`src/rtl/decode_pkg.sv`:
```
// Shared decode definitions: opcode constants, latency classes and the
// field/immediate helpers used by the decode/issue stage.
package decode_pkg;

   localparam logic [2:0] OP_ALU0 = 3'b000;
   localparam logic [2:0] OP_ALU1 = 3'b001;
   localparam logic [2:0] OP_FPU  = 3'b010;
   localparam logic [2:0] OP_ALU3 = 3'b011;
   localparam logic [2:0] OP_ALUI = 3'b100;
   localparam logic [2:0] OP_MEM  = 3'b101;
   localparam logic [2:0] OP_BR   = 3'b110;
   localparam logic [2:0] OP_JMP  = 3'b111;

   localparam logic [2:0] FN_ADDR = 3'b010;

   typedef enum logic [1:0] {
      LC_NONE = 2'd0,
      LC_ALU  = 2'd1,
      LC_LOAD = 2'd2,
      LC_FPU  = 2'd3
   } lat_class_e;

   function automatic logic [2:0] get_op(input logic [31:0] i);
      return i[2:0];
   endfunction

   function automatic logic [2:0] get_funct(input logic [31:0] i);
      return i[5:3];
   endfunction

   function automatic logic from_freg(input logic [2:0] op, input logic [2:0] funct);
      return (op == OP_FPU) || ({funct[2], op} == 4'b0011);
   endfunction

   function automatic logic to_freg(input logic [2:0] op, input logic [2:0] funct);
      return (op == OP_FPU) || ({funct[2], op} == 4'b1011);
   endfunction

   // Immediates are sign-extended to 64 bits; callers truncate to XLEN.
   function automatic logic [63:0] imm_il(input logic [31:0] i);
      return {{48{i[21]}}, i[21:6]};
   endfunction

   function automatic logic [63:0] imm_sb(input logic [31:0] i);
      return {{48{i[26]}}, i[26:11]};
   endfunction

   function automatic lat_class_e lat_class_of(input logic [2:0] op, input logic [2:0] funct);
      lat_class_e c;
      case (op)
         OP_FPU:                             c = LC_FPU;
         OP_ALU0, OP_ALU1, OP_ALU3, OP_ALUI: c = LC_ALU;
         OP_MEM: begin
            if (funct[2:1] == 2'b00) begin
               c = LC_LOAD;
            end else if (funct == FN_ADDR) begin
               c = LC_ALU;
            end else begin
               c = LC_NONE;
            end
         end
         default:                            c = LC_NONE;
      endcase
      return c;
   endfunction

   function automatic int unsigned lat_of(input lat_class_e c, input int unsigned load_lat,
                                          input int unsigned fpu_lat);
      int unsigned l;
      case (c)
         LC_LOAD: l = load_lat;
         LC_FPU:  l = fpu_lat;
         default: l = 32'd0;
      endcase
      return l;
   endfunction

endpackage

```
`src/rtl/decode_scoreboard_reg_scoreboard.sv`:
```
// Per-register latency scoreboard: a countdown per register that marks it busy
// until its in-flight multi-cycle result reaches writeback.
module reg_scoreboard #(
   parameter int REG_AW = 6,
   parameter int CW     = 3
) (
   input  logic              clk,
   input  logic              rst,
   input  logic              adv,
   input  logic              set_en,
   input  logic [REG_AW-1:0] set_idx,
   input  logic [CW-1:0]     set_val,
   input  logic              clr_en,
   input  logic [REG_AW-1:0] clr_idx,
   input  logic [REG_AW-1:0] rs1_idx,
   input  logic [REG_AW-1:0] rs2_idx,
   input  logic [REG_AW-1:0] rd_idx,
   output logic              rs1_busy,
   output logic              rs2_busy,
   output logic              rd_busy
);

   localparam int NREG = 1 << REG_AW;

   logic [NREG-1:0][CW-1:0] pend_q, pend_d;
   logic                    set_ok;

   // Next pending counts: a new issue wins over a squash clear, which wins over countdown.
   always_comb begin
      pend_d = pend_q;
      set_ok = set_en && (set_idx[4:0] != 5'd0);
      for (int r = 0; r < NREG; r++) begin
         if (!adv) begin
            pend_d[r] = pend_q[r];
         end else if (set_ok && (set_idx == REG_AW'(r))) begin
            pend_d[r] = set_val;
         end else if (clr_en && (clr_idx == REG_AW'(r))) begin
            pend_d[r] = '0;
         end else if (pend_q[r] != '0) begin
            pend_d[r] = pend_q[r] - CW'(1);
         end else begin
            pend_d[r] = pend_q[r];
         end
      end
   end

   // Pending counter storage.
   always_ff @(posedge clk) begin
      if (rst) begin
         pend_q <= '0;
      end else begin
         pend_q <= pend_d;
      end
   end

   assign rs1_busy = (pend_q[rs1_idx] != '0);
   assign rs2_busy = (pend_q[rs2_idx] != '0);
   assign rd_busy  = (pend_q[rd_idx]  != '0);

endmodule

```
`src/rtl/decode_scoreboard.sv`:
```
// Decode/issue stage: field decode, operand forwarding, scoreboard-based
// RAW/WAW interlock and the registered decode output bundle.
module decode_scoreboard
   import decode_pkg::*;
#(
   parameter int XLEN     = 32,
   parameter int PCW      = 27,
   parameter int REG_AW   = 6,
   parameter int LOAD_LAT = 2,
   parameter int FPU_LAT  = 3,
   parameter int MAX_LAT  = 7
) (
   input  logic              clk,
   input  logic              rst,
   input  logic              n_stall,
   input  logic              flush,
   input  logic              inst_valid,
   input  logic [31:0]       inst,
   input  logic [PCW-1:0]    pc,
   output logic              dec_nstall,
   output logic [REG_AW-1:0] rf_rs1,
   output logic [REG_AW-1:0] rf_rs2,
   input  logic [XLEN-1:0]   rf_rs1data,
   input  logic [XLEN-1:0]   rf_rs2data,
   input  logic [XLEN-1:0]   alu_fwd,
   input  logic              wb_we,
   input  logic [REG_AW-1:0] wb_rd,
   input  logic [XLEN-1:0]   wb_data,
   output logic              dec_valid,
   output logic [XLEN-1:0]   dec_op1,
   output logic [XLEN-1:0]   dec_op2,
   output logic [6:0]        aluctl,
   output logic [REG_AW:0]   dec_rd,
   output logic              dec_mre,
   output logic              dec_mwe,
   output logic [6:0]        dec_branch,
   output logic [PCW-1:0]    npc,
   output logic [XLEN-3:0]   daddr
);

   localparam int CW = $clog2(MAX_LAT + 1);

   logic [2:0]        op, funct;
   logic              from_f, to_f, writes, is_store, issue;
   logic [REG_AW-1:0] rs1_idx, rs2_idx, rd_idx;
   lat_class_e        cls;
   logic [CW-1:0]     lat;
   logic [XLEN-1:0]   imm_il_v, imm_sb_v, op1, src2, op2, addr_imm;
   logic [6:0]        branch;
   logic              rs1_busy, rs2_busy, rd_busy, clr_en;

   logic              dec_valid_d, dec_valid_q, dec_mre_d, dec_mre_q, dec_mwe_d, dec_mwe_q;
   lat_class_e        cls_d, cls_q;
   logic [XLEN-1:0]   dec_op1_d, dec_op1_q, dec_op2_d, dec_op2_q;
   logic [6:0]        aluctl_d, aluctl_q, dec_branch_d, dec_branch_q;
   logic [REG_AW:0]   dec_rd_d, dec_rd_q;
   logic [PCW-1:0]    npc_d, npc_q;
   logic [XLEN-3:0]   daddr_d, daddr_q;

   // Instruction field decode.
   always_comb begin
      op       = get_op(inst);
      funct    = get_funct(inst);
      from_f   = from_freg(op, funct);
      to_f     = to_freg(op, funct);
      rs1_idx  = REG_AW'({from_f, inst[31:27]});
      rs2_idx  = REG_AW'({from_f, inst[10:6]});
      rd_idx   = REG_AW'({to_f, inst[26:22]});
      cls      = lat_class_of(op, funct);
      writes   = (cls != LC_NONE);
      lat      = CW'(lat_of(cls, LOAD_LAT, FPU_LAT));
      imm_il_v = XLEN'(imm_il(inst));
      imm_sb_v = XLEN'(imm_sb(inst));
      is_store = (op == OP_MEM) && funct[2];
      branch   = 7'd0;
      if (op == OP_BR) begin
         branch[6] = 1'b1;
         if (funct < 3'd6) begin
            branch[funct] = 1'b1;
         end else begin
            branch[5:0] = 6'd0;
         end
      end else begin
         branch = 7'd0;
      end
   end

   // Operand select: the ALU result of the instruction ahead wins over writeback.
   always_comb begin
      if (dec_valid_q && (cls_q == LC_ALU) && (dec_rd_q[REG_AW-1:0] == rs1_idx) &&
          (rs1_idx[4:0] != 5'd0)) begin
         op1 = alu_fwd;
      end else if (wb_we && (wb_rd == rs1_idx) && (rs1_idx[4:0] != 5'd0)) begin
         op1 = wb_data;
      end else begin
         op1 = rf_rs1data;
      end
      if (dec_valid_q && (cls_q == LC_ALU) && (dec_rd_q[REG_AW-1:0] == rs2_idx) &&
          (rs2_idx[4:0] != 5'd0)) begin
         src2 = alu_fwd;
      end else if (wb_we && (wb_rd == rs2_idx) && (rs2_idx[4:0] != 5'd0)) begin
         src2 = wb_data;
      end else begin
         src2 = rf_rs2data;
      end
      if ((op == OP_ALUI) || (op == OP_MEM) || (op == OP_JMP)) begin
         op2 = imm_il_v;
      end else begin
         op2 = src2;
      end
      if (op == OP_MEM) begin
         addr_imm = imm_il_v;
      end else begin
         addr_imm = imm_sb_v;
      end
   end

   assign dec_nstall = ~(inst_valid & (rs1_busy | rs2_busy | (writes & rd_busy)));
   assign issue      = n_stall & inst_valid & dec_nstall & ~flush;
   assign clr_en     = flush & dec_valid_q & ((cls_q == LC_LOAD) | (cls_q == LC_FPU));

   reg_scoreboard #(
      .REG_AW (REG_AW),
      .CW     (CW)
   ) u_sb (
      .clk      (clk),
      .rst      (rst),
      .adv      (n_stall),
      .set_en   (issue & (lat != '0)),
      .set_idx  (rd_idx),
      .set_val  (lat),
      .clr_en   (clr_en),
      .clr_idx  (dec_rd_q[REG_AW-1:0]),
      .rs1_idx  (rs1_idx),
      .rs2_idx  (rs2_idx),
      .rd_idx   (rd_idx),
      .rs1_busy (rs1_busy),
      .rs2_busy (rs2_busy),
      .rd_busy  (rd_busy)
   );

   // Output register next state: hold, squash, issue or bubble.
   always_comb begin
      dec_valid_d  = dec_valid_q;
      cls_d        = cls_q;
      dec_op1_d    = dec_op1_q;
      dec_op2_d    = dec_op2_q;
      aluctl_d     = aluctl_q;
      dec_rd_d     = dec_rd_q;
      dec_mre_d    = dec_mre_q;
      dec_mwe_d    = dec_mwe_q;
      dec_branch_d = dec_branch_q;
      npc_d        = npc_q;
      daddr_d      = daddr_q;
      if (!n_stall) begin
         dec_valid_d = dec_valid_q;
      end else if (flush) begin
         dec_valid_d  = 1'b0;
         cls_d        = LC_NONE;
         dec_op1_d    = '0;
         dec_op2_d    = '0;
         aluctl_d     = 7'd0;
         dec_rd_d     = '0;
         dec_mre_d    = 1'b0;
         dec_mwe_d    = 1'b0;
         dec_branch_d = 7'd0;
         npc_d        = '0;
         daddr_d      = '0;
      end else if (issue) begin
         dec_valid_d  = 1'b1;
         cls_d        = cls;
         dec_op1_d    = op1;
         dec_op2_d    = op2;
         aluctl_d     = {inst[11], op, funct};
         dec_rd_d     = {writes, rd_idx};
         dec_mre_d    = (cls == LC_LOAD);
         dec_mwe_d    = is_store;
         dec_branch_d = branch;
         npc_d        = pc + {imm_sb_v[PCW-3:0], 2'b00};
         daddr_d      = op1[XLEN-3:0] + addr_imm[XLEN-3:0];
      end else begin
         dec_valid_d  = 1'b0;
         cls_d        = LC_NONE;
         aluctl_d     = 7'd0;
         dec_rd_d     = '0;
         dec_mre_d    = 1'b0;
         dec_mwe_d    = 1'b0;
         dec_branch_d = 7'd0;
      end
   end

   // Output register storage.
   always_ff @(posedge clk) begin
      if (rst) begin
         dec_valid_q  <= 1'b0;
         cls_q        <= LC_NONE;
         dec_op1_q    <= '0;
         dec_op2_q    <= '0;
         aluctl_q     <= 7'd0;
         dec_rd_q     <= '0;
         dec_mre_q    <= 1'b0;
         dec_mwe_q    <= 1'b0;
         dec_branch_q <= 7'd0;
         npc_q        <= '0;
         daddr_q      <= '0;
      end else begin
         dec_valid_q  <= dec_valid_d;
         cls_q        <= cls_d;
         dec_op1_q    <= dec_op1_d;
         dec_op2_q    <= dec_op2_d;
         aluctl_q     <= aluctl_d;
         dec_rd_q     <= dec_rd_d;
         dec_mre_q    <= dec_mre_d;
         dec_mwe_q    <= dec_mwe_d;
         dec_branch_q <= dec_branch_d;
         npc_q        <= npc_d;
         daddr_q      <= daddr_d;
      end
   end

   assign rf_rs1     = rs1_idx;
   assign rf_rs2     = rs2_idx;
   assign dec_valid  = dec_valid_q;
   assign dec_op1    = dec_op1_q;
   assign dec_op2    = dec_op2_q;
   assign aluctl     = aluctl_q;
   assign dec_rd     = dec_rd_q;
   assign dec_mre    = dec_mre_q;
   assign dec_mwe    = dec_mwe_q;
   assign dec_branch = dec_branch_q;
   assign npc        = npc_q;
   assign daddr      = daddr_q;

endmodule

```
`config.mk`:
```
export PLATFORM = sky130hd
export DESIGN_NAME = decode_scoreboard
export DESIGN_NICKNAME = d
export VERILOG_FILES = /design/src/rtl/decode_pkg.sv /design/src/rtl/decode_scoreboard_reg_scoreboard.sv /design/src/rtl/decode_scoreboard.sv
export SDC_FILE = /design/constraint.sdc
export NUM_CORES = 1
export LEC_CHECK = 0
export BUFFER_PORTS_ARGS = -buffer_cell sky130_fd_sc_hd__buf_4
export CAP_MARGIN = 20
export CORE_ASPECT_RATIO = 1.1
export CORE_MARGIN = 2
export CORE_UTILIZATION = 30
export CTS_CLUSTER_SIZE = 30
export DETAILED_ROUTE_END_ITERATION = 12
export PLACE_DENSITY_LB_ADDON = 0.15
export SETUP_SLACK_MARGIN = 0.1
export SYNTH_ARGS = -nofsm -noshare
export SYNTH_HDL_FRONTEND = slang
export SYNTH_HIERARCHICAL = 1
export SYNTH_SLANG_ARGS = --single-unit
```
`constraint.sdc`:
```
create_clock -name clk -period 4.77 [get_ports clk]
set_clock_uncertainty 0.2 [all_clocks]
set_input_delay 0.2385 -clock clk [delete_from_list [all_inputs] [get_ports clk]]
set_output_delay 0.2385 -clock clk [all_outputs]
set_load 0.005 [all_outputs]
```
==> impl_metrics.env, run 1 <==
export IMPL_r2r_cells=16
export IMPL_dp_worst_setup_slack_ps=-95.2
export IMPL_cts_tree="done"
export IMPL_grt_ovfl_total=0
export IMPL_antenna_left=0
export IMPL_synthCells=2973
export IMPL_finalCriticalPeriod_ps=4450
export IMPL_clockBufferDepth=3
export IMPL_area_growth_pct=33.7
export IMPL_p_comb_frac=0.445
export IMPL_routedWlPerCell_um=23.1
export IMPL_grt_usage=0.252
export IMPL_drive_above_1_share=0.256
export IMPL_path_cells="dlygate4sd3_1 > buf_4 > inv_2 > mux4_2 > o21ai_0 > nor4_1 > buf_4 > o41ai_2 > a2111oi_4 > and2_2 > and3_1 > buf_4 > nand2_2 > o22ai_1 > buf_4 > o21ai_2 > nor2_1 > a211oi_1"
export IMPL_status="finished clean"
export IMPL_avgViaCountPerCell=5.50
export IMPL_drc=0
export IMPL_cp_arrival_ps=4720
export IMPL_hold_slack_ps=33.4
export IMPL_holdPathStages=5
export IMPL_worst_pin_slew_ps=1140
export IMPL_finalHoldViolations=0
export IMPL_period_share=0.934
export IMPL_synthFlopType="dfxtp_1"
export IMPL_die_x_um=275
export IMPL_crit_type="in -> reg"
export IMPL_num_vias=25600
export IMPL_timing_rr_start="u_sb/pend_q[138]"
export IMPL_worst_path_max_delay_cell="o41ai_2"
export IMPL_ir_drop_mv=0.270
export IMPL_ctsRootBufferMaster="clkbuf_16"
export IMPL_core_um2=80100
export IMPL_ys_warnings_count=6
export IMPL_cp_num_buf_inv=6
export IMPL_path_max_fanout=9
export IMPL_p_sw_mw=5.64
export IMPL_num_rows=109
export IMPL_critPathMaxStageDelay_ps=650
export IMPL_io_pins=357
export IMPL_p_int_mw=9.11
export IMPL_rr_endpoint="u_sb/pend_q[36]"
export IMPL_synthArstFlopShare=0
export IMPL_power_density_nw_per_um2=456
export IMPL_gp_congestion=0.925
export IMPL_htreeDepth=2
export IMPL_pwr_share_seq=0.291
export IMPL_clkSinkCount=339
export IMPL_crit_top_cell="buf_4"
export IMPL_setup_viol=0
export IMPL_netSwitchingFraction=0.382
export IMPL_drt_iter0_markers=1963
export IMPL_die_area_um2=82900
export IMPL_synth_nets=3355
export IMPL_grt_pass1_wl_mm=159
export IMPL_clkSlewWorstSetupHoldPaths_ps=60
export IMPL_end_kind="register"
export IMPL_dieHeight_um=302
export IMPL_ys_ff_latch=339
export IMPL_finalWorstSetupSlack_ps=316
export IMPL_syn_avg_cell_area_um2=8.14
export IMPL_critPathLaunchType="input port"
export IMPL_grt_max_degree=143
export IMPL_synth_edf_count=0
export IMPL_cp_required_ps=5040
export IMPL_ys_seq_area_frac=0.281
export IMPL_hpwl_mm=80.5
export IMPL_first_pass_iters=5
export IMPL_drt_total_wl_mm=108
export IMPL_hp_class="in -> reg"
export IMPL_clockPowerShare=0.264
export IMPL_yosysUniqueCellTypes=86
export IMPL_rsz0062_at_grt="true"
export IMPL_clk_insertion_delay_late_ps=610
export IMPL_drv_cap=0
export IMPL_antenna_found_initial=0
export IMPL_r2r_setup_slack_ps=320
export IMPL_syn_area_um2=24200
export IMPL_portBuffers=356
export IMPL_final_nets=3950
export IMPL_min_to="dec_op1[14]"
export IMPL_cts_buffers=45
export IMPL_critPathTopFamily="buffers and inverters"
export IMPL_max_slew_margin=0.238
export IMPL_fmax_mhz=225
export IMPL_leakagePower_nw=13.6
export IMPL_grt_pass1_vias=25000
export IMPL_hp_start="rf_rs1data[14]"
export IMPL_start_util=0.302
export IMPL_final_max_slew_violation_count=0
logic make-up (layout without fill, tap and decap cells):
kind of cell / Yosys count / count (layout) / synth area share
other cells: 1 / 2 / 0.000155
flops: 339 / 339 / 0.281
fa+ha+maj: 183 / 183 / 0.0953
xor+xnor: 68 / 68 / 0.0246
simple gates: 838 / 838 / 0.157
buf+inv: 467 / 1096 / 0.0793
compound gates: 900 / 900 / 0.271
mux: 177 / 177 / 0.0914
cell type report:
cell class | count | area (um^2)
Clock inverter | 21 | 375
Clock buffer | 60 | 1310
Inverter | 278 | 1040
Tap cell | 1054 | 1320
Multi-Input combinational cell | 2167 | 15600
Antenna cell | 1 | 2.50
Fill cell | 8187 | 47700
Sequential cell | 339 | 6790
Timing Repair Buffer | 737 | 5930
routing by layer:
metal,wire (um),part of all wire,vias up,global-route usage
li1,-,-,12100,-
met1,45500,0.42,12400,0.322
met2,50400,0.47,940,0.423
met3,7630,0.071,192,0.0494
met4,3980,0.037,0,0.0871
met5,0,0,-,0
placed cells by master, fill, tap and decap left out, types with 9 or more instances in the layout:
cell           instances
a21o_1                18
a211oi_1             111
ha_1                 181
nor3_2                10
nor2_1               375
a2111oi_0             12
nand3_1               32
inv_1                276
a31oi_1               16
bufinv_16              9
nor4_1                34
o22ai_2               10
o211ai_1              10
a22o_1                56
mux4_2                33
dlygate4sd3_1        107
xnor2_1               39
nor2b_1               10
xor2_1                29
o21ai_0               95
nand2b_1              19
buf_12                10
clkbuf_16             47
and3_1                10
a311oi_1              13
o21ai_2               31
o221a_2               57
o22ai_1              159
o22ai_4               10
nand2_1              124
buf_4                619
o21a_1                23
a22oi_1               67
nor3_1               165
mux2i_1              126
a21oi_1              143
dfxtp_1              338
mux2_2                17
worst reg2reg max path, stage by stage, from the launching register on:
cell	delay, ps
dfxtp_1	330
nor2_1	280
a32oi_1	160
mux4_2	510
o311ai_1	360
o21ai_0	140
or2_2	360
a2111oi_4	310
and2_2	270
nor3b_2	210
nand3_1	190
buf_4	240
o22ai_2	220
o21a_1	260
buf_4	140
nor2_1	30
nor3_1	160
synthesized netlist by cell type (all sizes together), types with 4 or more instances:
library cell	count	area [um^2]
o31a	5	46.3
nand3	34	180
or2	8	50.0
o221a	57	642
a31o	4	35.0
nor2	379	1430
and2	4	25.0
o41ai	4	42.6
nor2b	12	77.6
and3	11	68.8
nand2b	20	125
a211o	6	52.6
a21o	18	135
a311oi	13	114
a22oi	67	503
o21bai	8	60.1
mux2	18	206
xnor2	39	342
a2111oi	14	141
nand4	7	43.8
o22ai	179	1320
ha	181	2260
xor2	29	254
a211oi	111	833
a21oi	144	724
nor4	36	225
nand2	129	494
a22o	56	490
o211ai	10	75.1
o21a	30	253
nor4b	5	50.0
buf	70	428
mux2i	126	1260
clkbuf	119	447
and2b	5	37.5
a31oi	16	100
o21ai	135	792
a32oi	7	61.3
nor3	175	896
mux4	33	743
inv	277	1040
dfxtp	339	6790
power by group through the flow:
stage	clock (mW)	combinational, mW	sequential [mW]
final	3.90	6.57	4.29
after global routing	4.09	7.43	4.39
after CTS	4.00	6.53	4.26
after detailed placement	0	6.42	4.31
after global placement	0	6.40	4.33
after floorplan	0	4.63	4.07
how the worst max path moves through the flow:
| stage | from | end | slack [ps] | cells after the start |
|---|---|---|---|---|
| 2_1_floorplan | inst[28] | daddr[22] | 620 | 20 |
| 3_3_place_gp | inst[2] | daddr[22] | -60 | 20 |
| 3_5_place_dp | inst[2] | daddr[22] | -100 | 19 |
| 4_1_cts | u_sb/pend_q[6] | u_sb/pend_q[36] | 130 | 17 |
| 5_1_grt | u_sb/pend_q[165] | u_sb/pend_q[31] | 50 | 17 |
| 6_report | inst[24] | u_sb/pend_q[83] | 320 | 18 |
sequential cells by signal (all words and copies together), names as in the netlist:
signal	cells
dec_op2	32
dec_mwe	1
dec_valid	1
npc	27
u_sb/pend_q	192
dec_op1	32
aluctl	7
cls_q	2
dec_branch	7
dec_rd	7
dec_mre	1
daddr	30
timing repair:
action / 4_1_cts / 5_1_grt
setup endpoints to repair: 0 / 197
buffers inserted: 0 / 5
resized for setup: 0 / 13
hold buffers: 107 / 0
hold endpoints to repair: 121 / 0
metrics by stage:
step | total power, mW | utilization | cell area, um^2 | cells | setup TNS, ps
floorplan | 8.70 | - | 24200 | 2973 | 0
global placement | 10.7 | 0.368 | 29500 | 4463 | -58.8
detailed placement | 10.7 | 0.368 | 29500 | 4463 | -110
CTS | 14.8 | 0.403 | 32200 | 4651 | 0
global route | 15.9 | 0.404 | 32300 | 4656 | 0
finish | 14.8 | 0.404 | 32300 | 4657 | 0
Power figures use the tool's default switching activity.
==> run 2, diff against run 1 <==
CORE_MARGIN = unset   (was 2)
==> run 2 against run 1 <==
- die area is 1.4% lower
- count of clock-buffer cells in the layout grew 3
- clock power down 14%
- global-route usage grew 0.24 points
- sequential power down 0.9%
- via count shrank 2.1%
- critical path type is now reg -> reg
- critical endpoint is now u_sb/pend_q[30]
- largest power group unchanged
==> impl_metrics.env, run 2 (same netlist as run 1, synthesis figures left out) <==
export IMPL_clk_insertion_delay_late_ps=610
export IMPL_power_density_nw_per_um2=452
export IMPL_largest_register="u_sb/pend_q"
export IMPL_drt_total_wl_mm=107
export IMPL_cp_required_ps=5010
export IMPL_antenna_left=0
export IMPL_die_x_um=273
export IMPL_finalHoldViolations=0
export IMPL_grt_usage=0.255
export IMPL_multi_input_area_um2=15700
export IMPL_ir_drop_mv=0.300
export IMPL_portBuffers=356
export IMPL_crit_type="reg -> reg"
export IMPL_htreeDepth=2
export IMPL_clkSlewWorstSetupHoldPaths_ps=60
export IMPL_rsz0062_at_grt="true"
export IMPL_final_common_cell="buf_4"
export IMPL_setup_viol=0
export IMPL_n_fill_cell=8141
export IMPL_hold_slack_ps=30.7
export IMPL_final_max_slew_violation_count=0
export IMPL_clockBufferDepth=3
export IMPL_finalWorstSetupSlack_ps=244
export IMPL_critPathLaunchType="register"
export IMPL_num_rows=108
export IMPL_core_um2=79300
export IMPL_leakagePower_nw=13.0
export IMPL_hp_class="in -> reg"
export IMPL_cts_buffers=44
export IMPL_path_max_fanout=12
export IMPL_drive_above_1_share=0.234
export IMPL_grt_ovfl_total=0
export IMPL_antenna_found_initial=7
export IMPL_ctsRootBufferMaster="clkbuf_16"
export IMPL_hpwl_mm=80.2
export IMPL_end_kind="register"
export IMPL_final_cell_count_no_fill=4539
export IMPL_worst_pin_slew_ps=1100
export IMPL_drc=0
export IMPL_drt_iter0_markers=2277
export IMPL_start_util=0.305
export IMPL_finalCriticalPeriod_ps=4530
export IMPL_drv_cap=0
export IMPL_final_nets=3842
export IMPL_cp_arrival_ps=4770
export IMPL_grt_pass1_vias=24400
export IMPL_num_vias=25100
export IMPL_first_pass_iters=5
export IMPL_grt_pass1_wl_mm=158
export IMPL_dp_worst_setup_slack_ps=-139
export IMPL_fmax_mhz=221
export IMPL_die_area_um2=81800
export IMPL_grt_max_degree=123
export IMPL_io_pins=357
export IMPL_dieHeight_um=300
export IMPL_largest_reg_flops=192
export IMPL_status="finished clean"
export IMPL_routedWlPerCell_um=23.6
export IMPL_max_slew_margin=0.267
export IMPL_area_growth_pct=29.5
export IMPL_dp_cells=4356
export IMPL_cts_tree="done"
export IMPL_avgViaCountPerCell=5.52
export IMPL_gp_congestion=0.907
export IMPL_final_seq_area_um2=6790
export IMPL_clkSinkCount=339
export IMPL_period_share=0.949
export IMPL_layout_common_cells="515 x buf_4, 374 x nor2_1, 339 x dfxtp_1"
## run 2: path summary, 6_finish.rpt
check / from / end / slack, ps / cells after the start
hold reg to reg: dec_branch[3] / dec_branch[3] / 260 / 2
hold / removal: pc[19] / npc[19] / 30 / 4
setup / recovery: u_sb/pend_q[54] / u_sb/pend_q[30] / 240 / 16
setup reg to reg: u_sb/pend_q[54] / u_sb/pend_q[30] / 240 / 16
## run 2: critical path, stage by stage, from the launching register on
cell	delay, ps
dfxtp_1	340
buf_4	150
nor4_1	600
a211oi_1	100
nor2_1	210
nand4_1	120
o2111ai_1	130
o21ai_0	110
or2_2	350
a2111oi_4	320
and2_4	230
and3b_1	350
nand2_2	350
o22ai_2	310
o21a_1	250
o221a_2	210
nor3_1	40
## run 2: final cells by class
cell class	instances	area share
Multi-Input combinational cell	2167	0.500
Sequential cell	339	0.217
Timing Repair Buffer	630	0.164
Tap cell	1045	0.0417
Clock buffer	63	0.0403
Inverter	278	0.0333
Clock inverter	13	0.00399
Antenna cell	4	0.000320
## run 2: timing repair
action | 4_1_cts | 5_1_grt
setup buffers | 0 | 0
gates resized for setup | 1 | 23
setup endpoints to repair | 11 | 178
hold buffers | 102 | 0
endpoints found under the hold margin | 93 | 0
## run 2: through the flow
step           utilization  total power [mW]  cell area [um^2]  TNS, ps
3_5_place_dp         0.363              10.7             28800    -6560
5_1_grt              0.395              15.3             31300        0
4_1_cts              0.393              14.2             31200        0
3_3_place_gp         0.363              10.7             28800    -4720
2_1_floorplan            -              8.70             24200        0
6_report             0.395              14.2             31300        0
## run 2: power breakdown
part	internal [mW]	switching [mW]	total (mW)
logic	3.10	3.47	6.57
registers	3.52	0.729	4.25
clock network	1.89	1.44	3.34
total	8.52	5.64	14.2
## run 2: routing by layer
metal	wire (um)	GRT usage	up-vias
li1	-	-	11900
met1	44900	0.318	12100
met2	51000	0.428	897
met4	3760	0.0964	4
met5	27	0	-
met3	7390	0.0526	179
==> run 3, diff against run 2 <==
clock period = 4.4 ns   (was 4.77 ns; I/O delays follow)
==> run 3 against run 2 <==
- sequential power is 5.9% higher
- count of clock-buffer cells in the layout is 6 higher
- sequential share of layout area is 1.3 points lower
- non-clock buffer count grew 229
- combinational power up 19%
- critical endpoint is now u_sb/pend_q[89]
- largest cell class unchanged
==> impl_metrics.env, run 3 (same netlist as run 1, synthesis figures left out) <==
export IMPL_grt_pass1_wl_mm=160
export IMPL_finalCriticalPeriod_ps=4180
export IMPL_setup_viol=0
export IMPL_cp_arrival_ps=4460
export IMPL_final_max_slew_violation_count=0
export IMPL_largest_reg_flops=192
export IMPL_final_cell_count_no_fill=4776
export IMPL_largest_register="u_sb/pend_q"
export IMPL_io_pins=357
export IMPL_clk_insertion_delay_late_ps=600
export IMPL_final_common_cell="buf_4"
export IMPL_critPathLaunchType="input port"
export IMPL_finalHoldViolations=0
export IMPL_die_x_um=273
export IMPL_path_max_fanout=8
export IMPL_num_rows=108
export IMPL_cp_num_buf_inv=6
export IMPL_crit_type="in -> reg"
export IMPL_hold_slack_ps=25.5
export IMPL_status="finished clean"
export IMPL_antenna_left=0
export IMPL_worst_pin_slew_ps=1110
export IMPL_antenna_found_initial=6
export IMPL_grt_ovfl_total=0
export IMPL_use_met3=0.0524
export IMPL_layout_common_cells="743 x buf_4, 373 x nor2_1, 339 x dfxtp_1"
export IMPL_portBuffers=356
export IMPL_first_pass_iters=5
export IMPL_grtUsageMet2=0.428
export IMPL_power_density_nw_per_um2=487
export IMPL_hp_class="in -> reg"
export IMPL_cts_buffers=45
export IMPL_fmax_mhz=239
export IMPL_grt_usage=0.257
export IMPL_drive_above_1_share=0.286
export IMPL_power_total_mw=16.2
export IMPL_cts_tree="done"
export IMPL_max_slew_margin=0.260
export IMPL_htreeDepth=2
export IMPL_ctsRootBufferMaster="clkbuf_16"
export IMPL_dieHeight_um=300
export IMPL_multi_input_area_um2=15700
export IMPL_final_seq_area_um2=6790
export IMPL_ir_drop_mv=0.292
export IMPL_stdcell_area_um2=33300
export IMPL_crit_top_cell="buf_4"
export IMPL_grtUsageMet1=0.323
export IMPL_routedWlPerCell_um=22.6
export IMPL_core_um2=79300
export IMPL_critPathMaxStageDelay_ps=580
export IMPL_grt_busiest_layer="met2"
export IMPL_leakagePower_nw=14.2
export IMPL_rsz0062_at_grt="true"
export IMPL_hpwl_mm=83.1
export IMPL_gp_congestion=0.920
export IMPL_worst_path_max_delay_cell="o41ai_2"
export IMPL_place_area_um2=30500
export IMPL_avgViaCountPerCell=5.43
export IMPL_drt_iter0_markers=1887
export IMPL_drv_cap=0
export IMPL_path_cells="dlygate4sd3_1 > buf_4 > inv_1 > mux4_2 > o21ai_0 > nor4_1 > buf_4 > o41ai_2 > a2111oi_4 > and2_4 > and3b_2 > nand3_1 > buf_4 > o22ai_1 > buf_4 > o21ai_2 > nor2_1 > a211oi_1"
export IMPL_clkSlewWorstSetupHoldPaths_ps=60
export IMPL_final_nets=4072
export IMPL_critPathTopFamily="buffers and inverters"
export IMPL_clockBufferDepth=3
export IMPL_start_util=0.305
export IMPL_end_kind="register"
export IMPL_cp_required_ps=4670
export IMPL_period_share=0.951
export IMPL_grt_pass1_vias=25300
export IMPL_die_area_um2=81800
export IMPL_grt_max_degree=78
export IMPL_num_vias=25900
export IMPL_dp_cells=4584
export IMPL_clkSinkCount=339
export IMPL_drc=0
export IMPL_area_growth_pct=37.7
export IMPL_n_fill_cell=8063
export IMPL_drt_total_wl_mm=108
## run 3: cell types whose count changed in the layout (fill, tap and decap cells not counted), sizes merged, moves of 2 or more
cell	change
buf	+229
clkinvlp	+3
bufinv	+2
clkinv	-3
clkbuf	+6
## run 3: repair_timing
action,4_1_cts,5_1_grt
buffers inserted,0,2
hold endpoints to repair,153,0
hold buffers,102,0
resized for setup,7,42
setup endpoints to repair,190,205
pin swaps,1,7
gates cloned,0,0
## run 3: layout make-up
type / instances / share of cell area
tap: 1045 / 0.0393
timing repair buffer: 859 / 0.206
inverter: 278 / 0.0313
sequential: 339 / 0.204
multi-input combinational: 2167 / 0.473
clock buffer: 69 / 0.0411
antenna: 5 / 0.000376
clock inverter: 14 / 0.00552
## run 3: through the flow
stage,TNS (ps),setup WS [ps],util
finish,0,216,0.420
global route,0,87.3,0.420
CTS,0,103,0.417
detailed placement,-12030,-244,0.384
global placement,-4890,-255,0.384
floorplan,0,268,-
## run 3: worst reg2reg max path: cells and delay by family, from the launching register on
family                 cells  cell delay, ps
and+or+nand+nor            5            1350
AOI/OAI and AO/OA          7            1300
muxes                      1             500
buffers and inverters      2             400
DFF                        1             330
## run 3: metal layers
layer  vias to the layer above  wire (um)
li1                      12400          -
met1                     12400      45500
met2                       914      50600
met3                       198       7670
met4                         4       4260
met5                         -         27
## run 3: path summary, 6_finish.rpt
path                                        from         endpoint  slack, ps  cells after the start
worst max-delay path                    inst[23]  u_sb/pend_q[89]        220                     18
worst min-delay path              rf_rs1data[21]      dec_op1[21]         30                      5
worst max register to register  u_sb/pend_q[122]  u_sb/pend_q[44]        240                     15
worst min register to register     dec_branch[3]    dec_branch[3]        270                      2
## run 3: power breakdown
group          internal [mW]  total [mW]  switching [mW]
Clock                   2.32        3.90            1.58
Sequential              3.82        4.50           0.682
Combinational           3.84        7.83            3.99
